$ cat src/rtl/iir_filter_mc.sv
// Multi-channel first-order recursive filter: y = x + a*s[ch], rounded half-up and saturated.
// Samples are time-multiplexed over one valid/ready stream with a single output register stage.
module iir_filter_mc #(
    parameter int unsigned DW   = 8,
    parameter int unsigned CW   = 8,
    parameter int unsigned FRAC = 6,
    parameter int unsigned NCH  = 4,
    parameter int unsigned CHW  = (NCH > 1) ? $clog2(NCH) : 1
) (
    input  logic                 clk,
    input  logic                 rst,
    input  logic                 clear,
    input  logic                 in_valid,
    output logic                 in_ready,
    input  logic [CHW-1:0]       in_ch,
    input  logic signed [DW-1:0] x,
    input  logic signed [CW-1:0] a,
    output logic                 out_valid,
    input  logic                 out_ready,
    output logic [CHW-1:0]       out_ch,
    output logic signed [DW-1:0] y,
    output logic                 sat,
    output logic [15:0]          ovf_cnt
);

    localparam int unsigned PW = DW + CW;
    localparam int unsigned TW = PW + 1;
    localparam logic signed [PW-1:0] RndHalf = PW'(2 ** (FRAC - 1));
    localparam logic signed [TW-1:0] YMax    = TW'(2 ** (DW - 1) - 1);
    localparam logic signed [TW-1:0] YMin    = ~YMax;

    logic signed [DW-1:0] s_q [NCH];
    logic signed [DW-1:0] s_cur;
    logic                 hit;
    logic                 accept;

    logic signed [PW-1:0] prod;
    logic signed [PW-1:0] prod_rnd;
    logic signed [PW-1:0] fb;
    logic signed [TW-1:0] sum;
    logic signed [DW-1:0] y_d;
    logic                 sat_d;

    logic                 out_valid_q;
    logic [CHW-1:0]       out_ch_q;
    logic signed [DW-1:0] y_q;
    logic                 sat_q;
    logic [15:0]          ovf_q;

    assign in_ready = !out_valid_q || out_ready;
    assign accept   = in_valid && in_ready;

    // Channel lookup; out-of-range indices leave hit low and select pass-through.
    always_comb begin
        s_cur = '0;
        hit   = 1'b0;
        for (int c = 0; c < int'(NCH); c++) begin
            if (in_ch == CHW'(c)) begin
                hit   = 1'b1;
                s_cur = s_q[c];
            end
        end
        // A same-cycle clear means the accepted sample sees zero history.
        if (clear) begin
            s_cur = '0;
        end
    end

    always_comb begin
        prod     = PW'(a) * PW'(s_cur);
        prod_rnd = prod + RndHalf;
        fb       = prod_rnd >>> FRAC;
        sum      = TW'(x) + TW'(fb);
        y_d      = x;
        sat_d    = 1'b0;
        if (hit) begin
            if (sum > YMax) begin
                y_d   = YMax[DW-1:0];
                sat_d = 1'b1;
            end else if (sum < YMin) begin
                y_d   = YMin[DW-1:0];
                sat_d = 1'b1;
            end else begin
                y_d = sum[DW-1:0];
            end
        end
    end

    always_ff @(posedge clk or negedge rst) begin
        if (!rst) begin
            for (int c = 0; c < int'(NCH); c++) begin
                s_q[c] <= '0;
            end
        end else begin
            if (clear) begin
                for (int c = 0; c < int'(NCH); c++) begin
                    s_q[c] <= '0;
                end
            end
            // Later assignment wins, so an accept overrides the clear on its channel.
            if (accept && hit) begin
                for (int c = 0; c < int'(NCH); c++) begin
                    if (in_ch == CHW'(c)) begin
                        s_q[c] <= y_d;
                    end
                end
            end
        end
    end

    always_ff @(posedge clk or negedge rst) begin
        if (!rst) begin
            out_valid_q <= 1'b0;
            out_ch_q    <= '0;
            y_q         <= '0;
            sat_q       <= 1'b0;
        end else if (accept) begin
            out_valid_q <= 1'b1;
            out_ch_q    <= in_ch;
            y_q         <= y_d;
            sat_q       <= sat_d;
        end else if (out_ready) begin
            out_valid_q <= 1'b0;
        end
    end

    always_ff @(posedge clk or negedge rst) begin
        if (!rst) begin
            ovf_q <= '0;
        end else if (clear) begin
            ovf_q <= '0;
        end else if (accept && sat_d && (ovf_q != 16'hFFFF)) begin
            ovf_q <= ovf_q + 16'd1;
        end
    end

    assign out_valid = out_valid_q;
    assign out_ch    = out_ch_q;
    assign y         = y_q;
    assign sat       = sat_q;
    assign ovf_cnt   = ovf_q;

endmodule
$ cat config.mk
export PLATFORM = sky130hd
export DESIGN_NAME = iir_filter_mc
export DESIGN_NICKNAME = d
export VERILOG_FILES = /design/src/rtl/iir_filter_mc.sv
export SDC_FILE = /design/constraint.sdc
export NUM_CORES = 1
export LEC_CHECK = 0
export BUFFER_PORTS_ARGS = -buffer_cell sky130_fd_sc_hd__buf_2
export CORE_MARGIN = 1.5
export CORE_UTILIZATION = 57
export CTS_BUF_LIST = sky130_fd_sc_hd__clkbuf_8
export DETAILED_ROUTE_END_ITERATION = 10
export PLACE_DENSITY = 0.8
export SETUP_SLACK_MARGIN = 0.2
export SLEW_MARGIN = 10
export SYNTH_ARGS = -nofsm -noshare
export SYNTH_HDL_FRONTEND = slang
export SYNTH_SLANG_ARGS = --single-unit
$ cat constraint.sdc
create_clock -name clk -period 6.5 [get_ports clk]
set_input_delay 0.325 -clock clk [delete_from_list [all_inputs] [get_ports clk]]
set_output_delay 0.325 -clock clk [all_outputs]
set_load 0.01 [all_outputs]
# After elaboration in Yosys (flattened, before gate mapping)
# Cells that the tools add are included.
# W data, S select, Z words.
# totals
reg_bits	60
input_bits	23
word_cells	53
# classes
addsub	3
mul	1
magnitude_cmp	2
n_eq_ne	4
mux	25
n_reduce_logical	9
# ops
cell	n
$mux W8	12
$mux W32	2
$mux W16	2
$add A16 B1 Y16 const B	1
$add A16 B7 Y16 const B	1
$mul A8 B8 Y16	1
$ne A16 B16 Y1 const B	1
$add A8 B10 Y11	1
$gt A11 B8 Y1 const B	1
$lt A11 B8 Y1 const B	1
$mux W1	9
$eq A2 B2 Y1 const B	2
$logic_and A1 B1 Y1	4
$reduce_bool A2 Y1	2
$eq A2 B1 Y1 const B	1
$logic_not A2 Y1	1
$logic_not A1 Y1	1
$logic_or A1 B1 Y1	1

# Longest topological paths before layout
# Gate-level depths: netlist of run 1.
# depth
word_depth	17
mapped_depth	30
mapped_depth_nobuf	28

# Worst setup path before layout of run 1
# Ideal clock, no wire load.
# synth_path
path_type	input -> register
startpoint	input in_ch[0]
endpoint	register ovf_q[7] (netlist: ovf_cnt[7])
setup_time_ns	0.125
t_arrival_ns	7.284
required_ns	6.375
path_slack_ns	-0.909
cell_stages	25
path_buffers	2
cell_sequence	buf_1 -> mux4_2 -> nor2b_1 -> and2_1 -> fa_1 -> inv_1 -> fa_1 -> inv_1 -> fa_1 -> inv_1 -> fa_1 -> inv_1 -> ha_1 -> and3_1 -> a21o_1 -> o41ai_1 -> xnor2_1 -> ha_1 -> or3b_2 -> a211oi_1 -> a211o_1 -> o22ai_4 -> buf_6 -> nor3_1 -> mux2_4
# synth_between
elab_chain_len	16
# synth_lines
item	line	text
start: declaration	15	input logic [CHW-1:0] in_ch,
$logic_not A2 Y1	58	if (in_ch == CHW'(c)) begin
$mux W8 (4 in series)	58	
$mux W8	64	if (clear) begin
$mul A8 B8 Y16	70	prod = PW'(a) * PW'(s_cur);
$add A16 B7 Y16	71	prod_rnd = prod + RndHalf;
$add A8 B10 Y11	73	sum = TW'(x) + TW'(fb);
$lt A11 B8 Y1	80	end else if (sum < YMin) begin
$mux W1	80	
$mux W1	77	if (sum > YMax) begin
$mux W1 *	76	if (hit) begin
$logic_and A1 B1 Y1 * (2 in series)	132	end else if (accept && sat_d && (ovf_q != 16'hFFFF)) begin
$reduce_bool A2 Y1 (no line) *	--	
end signal: assignment	133	ovf_q <= ovf_q + 16'd1;
end: declaration	48	logic [15:0] ovf_q;
# Mark *: on every way between the ends. The rest lies on a longest branch, timed or not.
# A chain may end at the register's enable or synchronous reset.

# Final worst setup path of run 1
# layout_path
startpoint	register s_q[5] in the netlist's numbering
endpoint	register ovf_q[13] (netlist: ovf_cnt[13])
# layout_between
elab_chain_len	12
# layout_lines
item	line	text
start: declaration	32	logic signed [DW-1:0] s_q [NCH];
start signal: indexed assignment	104	s_q[c] <= y_d;
$mux W8 *	58	
$mux W8 *	64	
$mul A8 B8 Y16 *	70	
$add A16 B7 Y16 *	71	
$add A8 B10 Y11 *	73	
$lt A11 B8 Y1	80	
$mux W1	80	
$mux W1 *	77	
$mux W1 *	76	
$logic_and A1 B1 Y1 * (2 in series)	132	
$reduce_bool A2 Y1 (no line) *	--	
# Marks and branches as above.

==> reports/summary.txt, run 1 <==
fin. max-slew vios - 0
Clock Pin Slew Worst Setup and Hold Paths - 0.07 ns
Setup crit end kind - flip-flop
Synth Area per Inst - 9.42 sq um
nets@finish - 861
Via density - 5.83
clk buf depth - 2
Peak VDD IR - 466 uV
final setup margin - -0.483 ns
DRT Wirelength - 16200 um
Cell Count, Final, Fillers Out - 884
via count - 5150
IO buf count - 51
HP Class - input pin to async pin
final setup violation count - 54
share of cells above drive strength 1 - 0.370
R2R setup slack - -0.48 ns
htree depth - 3
FF+latch count, synth - 60
number of CTS-inserted buffers - 9
initial core utilization - 0.592
gr usage total - 0.292
crit path max fanout - 16
routed len/inst - 18.3 um
CP max-delay cell - fa_1
Cell Rows - 36
hpwl dp - 11300 um
r2r startpoint - s_q[5]
dominant cell type by area after synthesis - dfrtp_1
outcome - finished with violations
Root Driver - clkbuf_8
CTS tree - done
clk_skew - 0.00583 ns
DRT iter0 DRCs - 393
fin crit period - 6.98 ns
final hold viol count - 0
max cap viols - 0
main area contributors after synthesis - dfrtp_1, fa_1, ha_1
Clock Latency Late Sink - 0.35 ns
vias in the first global route - 5352
Synthesized Nets - 735
relative slew slack - 0.493
Placer Congestion - 0.961
Tcrit/Tclk final - 1.07
number of stages on the worst setup path - 26
# DRC - 0
critical path class - flip-flop to flip-flop
Total Die Area - 10900 sq um
fmax - 143 MHz
number of flops mapped to enable cells by yosys - 0
Crit path top cell by count - fa_1
num ports - 52
post-synth top area share - 0.257
Area after DPL - 6880 sq um
Async S/R FF share, synth - 1.00
Worst-Margin Slew - 0.760 ns
overall die width - 104 um
startpoint type of the worst setup path - flip-flop
antenna cells - 0
leak pwr - 0.00370 uW
first-pass GRT wire length - 25400 um
WP data required - 6.73 ns
CORE AREA - 9860 sq um
Synth Warn # - 0
worst hold slack - 0.127 ns
Synth Instances - 620
Tot Pwr - 4110 uW
drt pass-1 iters - 5
chip height - 104 um
Mapped Area - 5840 sq um
sequential-to-total area share from yosys stat - 0.257
Reg2Reg Capture Point - ovf_cnt[13]
worst path arrival time - 7.21 ns
# clock sinks - 60
total grt overflow - 0
Worst path max stage delay - 0.58 ns
initial antenna violation count - 0
Setup crit end - ovf_cnt[13]
largest net degree at the start of global routing - 61
post-synthesis cell type count - 50
RSZ-0062 raised after global routing - true
violated checks - negative setup slack
CP Launch Point - s_q[5]
Primary FF master, synth - dfrtp_1
number of routed nets with antenna violations - 0
PD cells - 538 nW/um^2
area grow syn2layout - 30.7%
Final Cell Area - 7630 sq um
placed cell count - 852
cts hold-fix bufs - 0
FF-to-FF path depth - 26
delay-heaviest family, CP - adder cells
crit path buf inv count - 4
## routing by layer
metal | GRT usage | part of all wire | up-vias
li1 | - | - | 2317
met2 | 0.500 | 0.52 | 181
met3 | 0.0695 | 0.057 | 36
met5 | 0 | 0 | -
met4 | 0.0784 | 0.022 | 0
met1 | 0.370 | 0.40 | 2616
## what timing repair did
action                     in CTS  in global routing
hold endpoints to repair        0                  0
resized for setup              74                 47
setup buffers                  11                  5
pin swaps                      43                 13
cloned                          0                  0
setup endpoints to repair      57                 57
## how the worst min path moves through the flow
stage | cells after the start | to | slack (ns) | start
2_1_floorplan | 0 | out_ch[0] | 0.03 | rst
3_3_place_gp | 2 | out_ch[0] | 0.46 | out_ch[0]
3_5_place_dp | 2 | out_ch[0] | 0.46 | out_ch[0]
4_1_cts | 2 | ovf_cnt[7] | 0.15 | rst
5_1_grt | 2 | ovf_cnt[13] | 0.19 | rst
6_report | 2 | ovf_cnt[13] | 0.13 | rst
## sequential cells by signal, summed over array words and instances, names as in the netlist
register   cells
s_q           32
ovf_cnt       16
y              8
out_ch         2
out_valid      1
sat            1
## cell usage after synthesis, types with 10 or more instances
cell      number
a21oi_1       17
and2_1        42
clkbuf_1      17
dfrtp_1       60
fa_1          55
ha_1          37
inv_1         73
nand2_1       38
nand2b_1      10
nand3b_1      32
nor2_1        45
nor2b_1       23
nor3_1        15
o21ai_0       48
xnor2_1       15
## per-stage QoR
stage                     TNS (ns)   util  setup WS, ns
final                       -18.84  0.774        -0.483
after global routing        -33.42  0.774        -0.722
after CTS                    -9.34  0.751        -0.317
after detailed placement    -45.11  0.698        -0.855
after global placement      -37.64  0.698        -0.718
after floorplan              -2.20      -        -0.208
## cells in the final DEF (no fill, tap or decap), types with 6 or more instances in the layout
master and n:
dfrtp_1 60, nor2_1 40, o21ai_1 23, xnor2_1 15, inv_1 68, nand2_1 34, and2_1 33, o21ai_2 21
nand3_1 7, ha_1 31, nor3_2 11, fa_1 53, buf_4 79, clkbuf_8 12, a21oi_1 6, nor2b_4 8
a21oi_4 8, nor2b_1 15, mux2_4 11, buf_2 51, mux4_2 8, nand3b_1 32, and2_4 9
## area by class of cell
cell class	instances	area [sq um]
clock buffer	12	165
clock inverter	4	22.5
fill	597	2230
inverter	73	277
multi-input combinational	467	4570
sequential	60	1500
tap	133	166
timing repair buffer	135	931
## power by group
group | switching (uW) | internal, uW | total, uW
registers | 73.3 | 485 | 558
clock network | 151 | 167 | 318
logic | 1790 | 1450 | 3230
## kinds of logic after synthesis
| kind of cell | synth area share |
|---|---|
| compound gates | 0.101 |
| xor+xnor | 0.0270 |
| fa+ha+maj | 0.268 |
| buf+inv | 0.0611 |
| flops | 0.257 |
| mux | 0.0634 |
| simple gates | 0.223 |
(Power assumes the default switching activity.)
==> run 2: changes to the inputs <==
--- a/config.mk
+++ b/config.mk
@@ -5,13 +5,13 @@
 export SDC_FILE = /design/constraint.sdc
 export NUM_CORES = 1
 export LEC_CHECK = 0
+export ABC_AREA = 1
 export BUFFER_PORTS_ARGS = -buffer_cell sky130_fd_sc_hd__buf_2
 export CORE_MARGIN = 1.5
 export CORE_UTILIZATION = 57
 export CTS_BUF_LIST = sky130_fd_sc_hd__clkbuf_8
 export DETAILED_ROUTE_END_ITERATION = 10
 export PLACE_DENSITY = 0.8
-export SETUP_SLACK_MARGIN = 0.2
 export SLEW_MARGIN = 10
 export SYNTH_ARGS = -nofsm -noshare
 export SYNTH_HDL_FRONTEND = slang
==> reports/summary.txt, run 2 <==
outcome - complete, no violations
fraction of the mapped netlist area in simple logic gates - 0.248 (+0.0255)
Primary FF master, synth - dfrtp_1
top-count cell post-synth - nand2_1
cts hold-fix bufs - 0 (unchanged)
R2R setup slack - 0.17 ns (+0.65 ns)
relative slew slack - 0.505 (+0.0113)
top post-synthesis cells by count - nand2_1, inv_1, nor2_1
largest net degree at the start of global routing - 61 (unchanged)
startpoint type of the worst setup path - flip-flop
placed cell count - 1005 (+18%)
Layout Utilization - 0.740 (-0.0336)
post-synth top area share - 0.255 (-0.00262)
Peak VDD IR - 927 uV (+99%)
CORE AREA - 9910 sq um (+0.46%)
worst path arrival time - 6.55 ns (-0.66 ns)
number of CTS-inserted buffers - 9 (unchanged)
Via density - 5.46 (-6.3%)
Clock Latency Late Sink - 0.34 ns (about the same)
Mapped Area - 5900 sq um (+1.0%)
Post-Synth Adder-Cell Area - 0.265 (-0.00273)
r2r startpoint - s_q[26]
post-synthesis cell type count - 32 (-36%)
Total Die Area - 11000 sq um (+1.0%)
final setup violation count - 0 (-100%)
fmax - 158 MHz (+10%)
CP Launch Point - s_q[26]
Tcrit/Tclk final - 0.974 (-0.101)
overall die width - 105 um (+0.50%)
share of cells above drive strength 1 - 0.239 (-0.131)
crit path buf inv count - 9 (+5)
critical path class - flip-flop to flip-flop
gr usage total - 0.280 (-0.0119)
Synth Area per Inst - 7.61 sq um (-19%)
WP data required - 6.72 ns (about the same)
Sum Neg Setup Slack - 0 ns (+18.84 ns)
dpl ws - -0.397 ns (+0.458 ns)
hpwl dp - 11500 um (+2.3%)
# DRC - 0 (unchanged)
final hold viol count - 0 (unchanged)
final setup margin - 0.170 ns (+0.653 ns)
via count - 5651 (+9.7%)
Compound-Gate Fraction of Synth Area - 0.0791 (-0.0214)
number of flops mapped to enable cells by yosys - 0 (unchanged)
num ports - 52 (unchanged)
antenna cells - 0 (unchanged)
Synth Instances - 775 (+25%)
fin crit period - 6.33 ns (-0.653 ns)
DRT iter0 DRCs - 416 (+5.9%)
# clock sinks - 60 (unchanged)
CTS tree - done
Cell Count, Final, Fillers Out - 1035 (+17%)
most frequent cells in the layout - nand2_1, inv_1, nor2_1, buf_4, dfrtp_1
vias in the first global route - 5429 (+1.4%)
Synth Warn # - 0 (unchanged)
CP max-delay cell - fa_2
Clock Pin Slew Worst Setup and Hold Paths - 0.06 ns (about the same)
delay-heaviest family, CP - adder cells
max cap viols - 0 (unchanged)
sequential-to-total area share from yosys stat - 0.255 (-0.00262)
clk_skew - 0.00733 ns (+0.00151 ns)
leak pwr - 0.00391 uW (+5.7%)
Root Driver - clkbuf_8
IO buf count - 51 (unchanged)
max reg flops - 32 (unchanged)
crit path max fanout - 7 (-9)
RSZ-0062 raised after global routing - true
FF+latch count, synth - 60 (unchanged)
total grt overflow - 0 (unchanged)
Tot Pwr - 3900 uW (-5.0%)
htree depth - 3 (unchanged)
Reg2Reg Capture Point - ovf_cnt[7]
HP Class - input pin to async pin
Reg with most FFs - s_q
initial antenna violation count - 0 (unchanged)
Cell Rows - 36 (unchanged)
DRT Wirelength - 15500 um (-4.5%)
routed len/inst - 14.9 um (-18%)
drt pass-1 iters - 7 (+2)
number of routed nets with antenna violations - 0 (unchanged)
# fillers - 732 (+23%)
clk buf depth - 2 (unchanged)
Crit path top cell by count - nand2_1
Post-Synth XOR/XNOR Area - 0.0505 (+0.0235)
first-pass GRT wire length - 24800 um (-2.3%)
multiplexer share of the synthesized area - 0 (-0.0634)
initial core utilization - 0.595 (+0.00337)
Async S/R FF share, synth - 1.00 (unchanged)
nets@finish - 1013 (+18%)
main area contributors after synthesis - dfrtp_1, fa_1, nand2_1
commonest non-fill, non-tap cell in the layout - nand2_1
fin. max-slew vios - 0 (unchanged)
Placer Congestion - 0.928 (-3.5%)
Synthesized Nets - 890 (+21%)
FF-to-FF path depth - 34 (+31%)
Worst path max stage delay - 0.60 ns (+0.02 ns)
dominant cell type by area after synthesis - dfrtp_1
chip height - 105 um (+0.50%)
area grow syn2layout - 24.3%
PD cells - 532 nW/um^2 (-1.2%)
Worst-Margin Slew - 0.743 ns (-0.0170 ns)
largest family of logic cells by synthesized area - adder cells
Setup crit end kind - flip-flop
[run 2: cell count changes in the layout (fill, tap and decap cells not counted), sizes merged, moves of 10 or more]
cell	change
nand3b	-32
nand3	+47
and2	-42
nand2	+141
mux2	-14
nor3	-12
inv	+68
nand2b	-10
o21ai	-13
o22ai	+11
nor2b	-23
nor2	+58
xor2	+17
[run 2: cell families after synthesis]
logic type                 after synthesis
and+or+nand+nor                        352
adders and majority gates               92
AOI/OAI and AO/OA                       80
buffers and inverters                  157
DFF                                     60
xor gates and xnor gates                34
[run 2: power by group]
group / total, uW / internal, uW / switching [uW]
sequential: 532 / 478 / 53.5
combinational: 3050 / 1280 / 1760
clock: 323 / 183 / 140
[run 2: worst register-to-register path: cells and delay by family, from the launching register on]
family,cells,cell delay [ns]
and+or+nand+nor,13,1.22
adders and majority gates,6,2.81
DFF,1,0.38
xor gates and xnor gates,1,0.17
buffers and inverters,9,0.86
AOI/OAI and AO/OA,5,0.80
[run 2: worst max-delay path by stage]
stage / endpoint / cells past startpoint / slack [ns]
after CTS: ovf_cnt[14] / 38 / 0.02
final: ovf_cnt[7] / 34 / 0.17
after global routing: ovf_cnt[4] / 34 / -0.11
after detailed placement: ovf_cnt[14] / 39 / -0.40
after floorplan: ovf_cnt[3] / 38 / 0.20
after global placement: ovf_cnt[8] / 39 / -0.17
[run 2: per-layer routing]
layer	track usage	wire length, um	up-vias
met2	0.469	7730	235
met5	0	0	-
met1	0.365	6320	2704
met3	0.0593	1040	40
li1	-	-	2672
met4	0.0822	385	0
[run 2: metrics by stage]
stage               hold WS (ns)  cell area, sq um
finish                     0.128              7330
global route               0.201              7330
CTS                        0.163              6960
detailed placement         0.462              6720
global placement           0.458              6720
floorplan                 0.0294              5900
[run 2: cell type report]
cell class | count | area, sq um | share of cell area
Inverter | 141 | 532 | 0.0725
Tap cell | 133 | 166 | 0.0227
Timing Repair Buffer | 127 | 857 | 0.117
Sequential cell | 60 | 1500 | 0.205
Multi-Input combinational cell | 559 | 4090 | 0.557
Clock inverter | 5 | 52.6 | 0.00717
Clock buffer | 10 | 138 | 0.0188
[run 2: what timing repair did]
item,CTS,global route
setup endpoints to repair,51,57
gates resized for setup,10,76
cloned,0,2
setup buffers,2,11
pin swaps,4,69
